### src/rtl/display_pkg.sv
// Shared types and constants for the seven-segment scan controller.
// Code values feed an external hex/segment decoder.
package display_pkg;

  localparam int CODE_W = 4;

  localparam logic [CODE_W-1:0] CODE_DP   = 4'd10;
  localparam logic [CODE_W-1:0] CODE_LAMP = 4'd15;

  typedef enum logic [1:0] {
    ST_IDLE,
    ST_GUARD,
    ST_SHOW
  } scan_state_e;

  function automatic int max2(int a, int b);
    return (a > b) ? a : b;
  endfunction

endpackage

### src/rtl/scan_phase_counter.sv
// Loadable down-counter; terminal count when it reaches zero.
// Shared by the guard and dwell phases of the scan FSM.
module scan_phase_counter #(
  parameter int W = 4
) (
  input  logic         clk,
  input  logic         rst_n,
  input  logic         load_i,
  input  logic [W-1:0] val_i,
  output logic         tc_o
);

  logic [W-1:0] cnt_q;
  logic [W-1:0] cnt_d;

  always_comb begin
    cnt_d = cnt_q;
    if (load_i) begin
      cnt_d = val_i;
    end else if (cnt_q != '0) begin
      cnt_d = cnt_q - 1'b1;
    end
  end

  always_ff @(posedge clk or negedge rst_n) begin
    if (!rst_n) begin
      cnt_q <= '0;
    end else begin
      cnt_q <= cnt_d;
    end
  end

  assign tc_o = (cnt_q == '0);

endmodule

### src/rtl/display_scan_ctrl.sv
// Multiplexed common-anode digit scanner with guard gaps and
// frame-boundary commit of host updates.
module display_scan_ctrl
  import display_pkg::*;
#(
  parameter int NUM_DIGITS   = 4,
  parameter int DWELL_CYCLES = 50000,
  parameter int GUARD_CYCLES = 2
) (
  input  logic                         clk,
  input  logic                         rst_n,
  input  logic                         enable,
  input  logic                         load_valid,
  output logic                         load_ready,
  input  logic [CODE_W*NUM_DIGITS-1:0] load_codes,
  input  logic [NUM_DIGITS-1:0]        blank_mask,
  output logic [CODE_W-1:0]            dig_code,
  output logic [NUM_DIGITS-1:0]        anode_n,
  output logic                         frame_done
);

  localparam int IW = $clog2(NUM_DIGITS);
  localparam int CW =
    $clog2(max2(DWELL_CYCLES, GUARD_CYCLES) + 1);

  localparam logic [IW-1:0] LAST = IW'(NUM_DIGITS - 1);
  localparam logic [CW-1:0] G_LD = CW'(GUARD_CYCLES - 1);
  localparam logic [CW-1:0] D_LD = CW'(DWELL_CYCLES - 1);

  typedef logic [NUM_DIGITS-1:0][CODE_W-1:0] frame_t;

  scan_state_e           state_q, state_d;
  logic [IW-1:0]         idx_q, idx_d;
  frame_t                active_q, active_d;
  frame_t                pend_q, pend_d;
  logic                  pflag_q, pflag_d;
  logic [NUM_DIGITS-1:0] anode_q, anode_d;
  logic [CODE_W-1:0]     code_q, code_d;
  logic                  fd_q, fd_d;

  logic                  ld;
  logic [CW-1:0]         ld_val;
  logic                  tc;
  logic                  commit;
  logic [NUM_DIGITS-1:0] lit_n;

  scan_phase_counter #(
    .W (CW)
  ) u_cnt (
    .clk    (clk),
    .rst_n  (rst_n),
    .load_i (ld),
    .val_i  (ld_val),
    .tc_o   (tc)
  );

  // Blank mask is applied live, one register stage ahead of the pin.
  always_comb begin
    lit_n        = '1;
    lit_n[idx_q] = blank_mask[idx_q];
  end

  always_comb begin
    state_d  = state_q;
    idx_d    = idx_q;
    active_d = active_q;
    pend_d   = pend_q;
    pflag_d  = pflag_q;
    anode_d  = '1;
    code_d   = code_q;
    fd_d     = 1'b0;
    ld       = 1'b0;
    ld_val   = '0;
    commit   = 1'b0;

    if (load_valid && !pflag_q) begin
      pend_d  = load_codes;
      pflag_d = 1'b1;
    end

    if (!enable) begin
      state_d = ST_IDLE;
      idx_d   = '0;
      ld      = 1'b1;
    end else begin
      unique case (state_q)
        ST_IDLE: begin
          state_d = ST_GUARD;
          idx_d   = '0;
          ld      = 1'b1;
          ld_val  = G_LD;
        end
        ST_GUARD: begin
          if (tc) begin
            state_d = ST_SHOW;
            ld      = 1'b1;
            ld_val  = D_LD;
            anode_d = lit_n;
          end
        end
        ST_SHOW: begin
          if (tc) begin
            state_d = ST_GUARD;
            ld      = 1'b1;
            ld_val  = G_LD;
            if (idx_q == LAST) begin
              idx_d  = '0;
              fd_d   = 1'b1;
              commit = 1'b1;
            end else begin
              idx_d = idx_q + 1'b1;
            end
          end else begin
            anode_d = lit_n;
          end
        end
        default: state_d = ST_IDLE;
      endcase
    end

    if (state_q == ST_IDLE && pflag_q) begin
      commit = 1'b1;
    end

    if (commit) begin
      active_d = pend_q;
      pflag_d  = 1'b0;
    end

    // Code is latched on guard entry from the frame about to be shown.
    if (state_d == ST_GUARD && state_q != ST_GUARD) begin
      code_d = active_d[idx_d];
    end
  end

  always_ff @(posedge clk or negedge rst_n) begin
    if (!rst_n) begin
      state_q  <= ST_IDLE;
      idx_q    <= '0;
      active_q <= '0;
      pend_q   <= '0;
      pflag_q  <= 1'b0;
      anode_q  <= '1;
      code_q   <= '0;
      fd_q     <= 1'b0;
    end else begin
      state_q  <= state_d;
      idx_q    <= idx_d;
      active_q <= active_d;
      pend_q   <= pend_d;
      pflag_q  <= pflag_d;
      anode_q  <= anode_d;
      code_q   <= code_d;
      fd_q     <= fd_d;
    end
  end

  assign load_ready = !pflag_q;
  assign dig_code   = code_q;
  assign anode_n    = anode_q;
  assign frame_done = fd_q;

endmodule

### config.mk
export PLATFORM = sky130hd
export DESIGN_NAME = display_scan_ctrl
export DESIGN_NICKNAME = d
export VERILOG_FILES = /design/src/rtl/display_pkg.sv /design/src/rtl/scan_phase_counter.sv /design/src/rtl/display_scan_ctrl.sv
export SDC_FILE = /design/constraint.sdc
export NUM_CORES = 1
export LEC_CHECK = 0
export CAP_MARGIN = 10
export CORE_UTILIZATION = 56
export CTS_BUF_LIST = sky130_fd_sc_hd__clkbuf_16
export DETAILED_ROUTE_END_ITERATION = 10
export PLACE_DENSITY = 0.81
export SYNTH_ARGS = -nofsm -noshare
export SYNTH_HDL_FRONTEND = slang
export SYNTH_SLANG_ARGS = --single-unit
### constraint.sdc
create_clock -name clk -period 3.35 [get_ports clk]
set_clock_uncertainty 0.15 [all_clocks]
set_input_delay 0.67 -clock clk [delete_from_list [all_inputs] [get_ports clk]]
set_output_delay 0.67 -clock clk [all_outputs]
set_load 0.05 [all_outputs]
==> results.yml <==
setup_path:
  reg2reg_slack_ns: 0.50
  r2r-start: "u_cnt.cnt_q[0]"
  reg2regPathDepth: 9
  worstSetupEndpointType: "register"
  cp.required_ns: 3.45
  cp_max_fo: 14
  crit_path_start_kind: "register"
  cp.arrival_ns: 2.95
  critPathKind: "reg -> reg"
  worstReg2RegEnd: "dig_code[2]"
clocking:
  path_clk_slew_ns: 0.05
  clockBufferDepth: 2
  cts_buffers: 9
  cts_hold_buf: 0
  clock_latency_ns: 0.33
  cts_tree: "yes"
  cts-resized-gates: 0
  cts.htree.levels: 3
  clock_sinks: 62
  cts_setup_buffers: 0
  cts_root_buf: "clkbuf_16"
synth:
  ys.flop_type: "dfrtp_1"
  yosys-top-cells-count: "nand2_1 (61), dfrtp_1 (58), mux2_2 (23)"
  synthTopCellsByArea: "dfrtp_1 (46%), mux2_2 (8.2%), nand2_1 (7.2%)"
  synth_top_area_cell: "dfrtp_1"
  synth_warnings: 0
  synth.most_common_cell: "nand2_1"
  syn-num-nets: 337
  postSynth.asyncResetShare_pct: 100
  synth-seq-area-share_pct: 49.2
  ys_ff_latch: 62
  synth-edff-count: 0
  synth_area_per_cell_sq_um: 10.4
  netlist_instances: 303
  yosysUniqueCellTypes: 45
  syn_area_sq_um: 3170
  synth_top_area_share_pct: 45.8
pwr:
  power.switching_mw: 1.64
  p_clk_share_pct: 21.6
  internal_power_mw: 2.48
  combPwrFrac_pct: 45.5
  ir_drop_v: 0.000549
  p_leak_nw: 1.74
  power.density_nw_per_um2: 1070
  p_sw_share_pct: 39.9
  p_seq_share_pct: 32.9
final_layout:
  nNetsFinal: 376
  final_layout_size_suffix_gt1_share_pct: 17.3
  diodes: 0
  utilization_pct: 70.3
  syn_to_final_growth_pct: 21.5
floorplanning:
  dieWidth_um: 77.2
  num_rows: 27
  io_pins: 34
  die_h_um: 77.2
  start_util_pct: 57.8
  die-area_sq_um: 5960
  core-area_sq_um: 5470
routing:
  via_per_inst: 5.58
  wl_um: 6440
  drc: 0
  ant_nets: 0
  dr_total_vias: 2336
  first_pass_iters: 4
  drt-initial-drc-count: 106
  wire_per_inst_um: 15.4
global_routing:
  grt-ovfl-total: 0
  grt_pass1_vias: 2366
  grt_first_pass_wirelength_um: 11000
  grt_max_degree: 46
  antenna_found_initial: 0
  grtUsageTotal_pct: 24.2
sta:
  slew_violations: 0
  timing.final.crit_period_ns: 2.85
  max_freq_mhz: 351
  setup_slack_ns: 0.504
  hold_viol: 0
  finalCritPeriodShare_pct: 85.0
  setup_viol: 0
  holdWs_ns: 0.107
  finalSetupTns_ns: 0
  max_slew_margin_pct: 25.5
  tightest_slew_ns: 1.10
  rsz0062_at_grt: "no"
hold_path:
  hold_class: "in -> async"
run_status:
  run_status: "complete, no violations"
place:
  place.gp.congestion: 0.804
  preCtsSetupSlack_ns: 0.343
  dpl.hpwl_um: 4290
  portBuffers: 33
flow_run:
  drv_cap: 0
## layout by cell type, fill, tap and decap left out, types with 2 or more instances in the layout
cell / instances
o21a_1: 3
xnor2_1: 6
a211o_1: 8
nor4_4: 2
a31oi_1: 5
clkinv_1: 2
buf_4: 8
xor2_1: 8
mux2_2: 23
ha_1: 10
nand4_1: 3
o211ai_1: 8
nor3_1: 5
dfrtp_1: 58
nand4b_1: 2
dfstp_2: 4
nor2b_1: 7
nor4b_1: 2
clkinv_2: 2
inv_1: 10
or3_1: 2
o21ai_0: 5
and3_1: 8
clkdlybuf4s50_1: 32
clkbuf_16: 9
a21oi_1: 11
nand2_1: 61
and4_1: 3
nor2_1: 20
nand3_1: 3
## worst max-delay path by stage
stage,from,end,slack [ns],cells past startpoint
floorplan,u_cnt.cnt_q[0],dig_code[3],0.96,10
global placement,enable,dig_code[0],0.44,8
detailed placement,enable,dig_code[1],0.34,8
CTS,u_cnt.cnt_q[0],dig_code[2],0.51,9
global route,u_cnt.cnt_q[0],dig_code[2],0.33,9
finish,u_cnt.cnt_q[0],dig_code[2],0.50,9
## flip-flops by register name, summed over array words and instances, names as in the netlist
register     count
frame_done       1
active_q        16
idx_q            2
state_q          2
pflag_q          1
dig_code         4
anode_n          4
u_cnt.cnt_q     16
pend_q          16
## power groups by stage
stage | combinational [mW] | clock [mW] | sequential, mW
2_1_floorplan | 1.34 | 0 | 1.44
3_3_place_gp | 1.81 | 0 | 1.36
3_5_place_dp | 1.86 | 0 | 1.36
4_1_cts | 1.88 | 0.898 | 1.36
5_1_grt | 2.07 | 0.939 | 1.40
6_report | 1.88 | 0.888 | 1.36
## layout make-up
class	count	area, sq um
Clock buffer	9	225
Clock inverter	7	57.6
Fill cell	421	1630
Inverter	9	35.0
Multi-Input combinational cell	219	1500
Sequential cell	62	1560
Tap cell	72	90.1
Timing Repair Buffer	41	385
## through the flow
stage | power (mW) | cell area (sq um) | cells
6_report | 4.12 | 3850 | 419
5_1_grt | 4.41 | 3850 | 419
4_1_cts | 4.14 | 3850 | 419
3_5_place_dp | 3.23 | 3560 | 403
3_3_place_gp | 3.17 | 3560 | 403
2_1_floorplan | 2.78 | 3170 | 303
## metal layers
metal,up-vias,track usage [%],share of wire (%)
li1,1136,-,-
met1,1131,28.9,43
met2,55,40.1,51
met3,14,6.55,3.6
met4,0,12.1,2.2
met5,-,0,0
## critical path: stages (launching register included)
cell	delay [ns]
dfrtp_1	0.40
inv_1	0.08
ha_1	0.20
nor3b_1	0.16
and4_1	0.20
and4_1	0.22
a21oi_1	0.76
buf_4	0.32
o211ai_1	0.11
a31oi_1	0.18
## cell families (layout without fill, tap and decap cells)
group                    count (synthesis)  after routing  share of synthesized area (%)
flip-flops                              62             62                           49.2
buffers and inverters                   22             66                           3.52
adder cells (fa/ha/maj)                 10             10                           3.95
AO/OA/AOI/OAI                           47             47                           10.4
multiplexers                            25             25                           9.37
XOR/XNOR                                14             14                           3.87
AND/OR/NAND/NOR                        123            123                           19.7
Power figures use the tool's default switching activity.
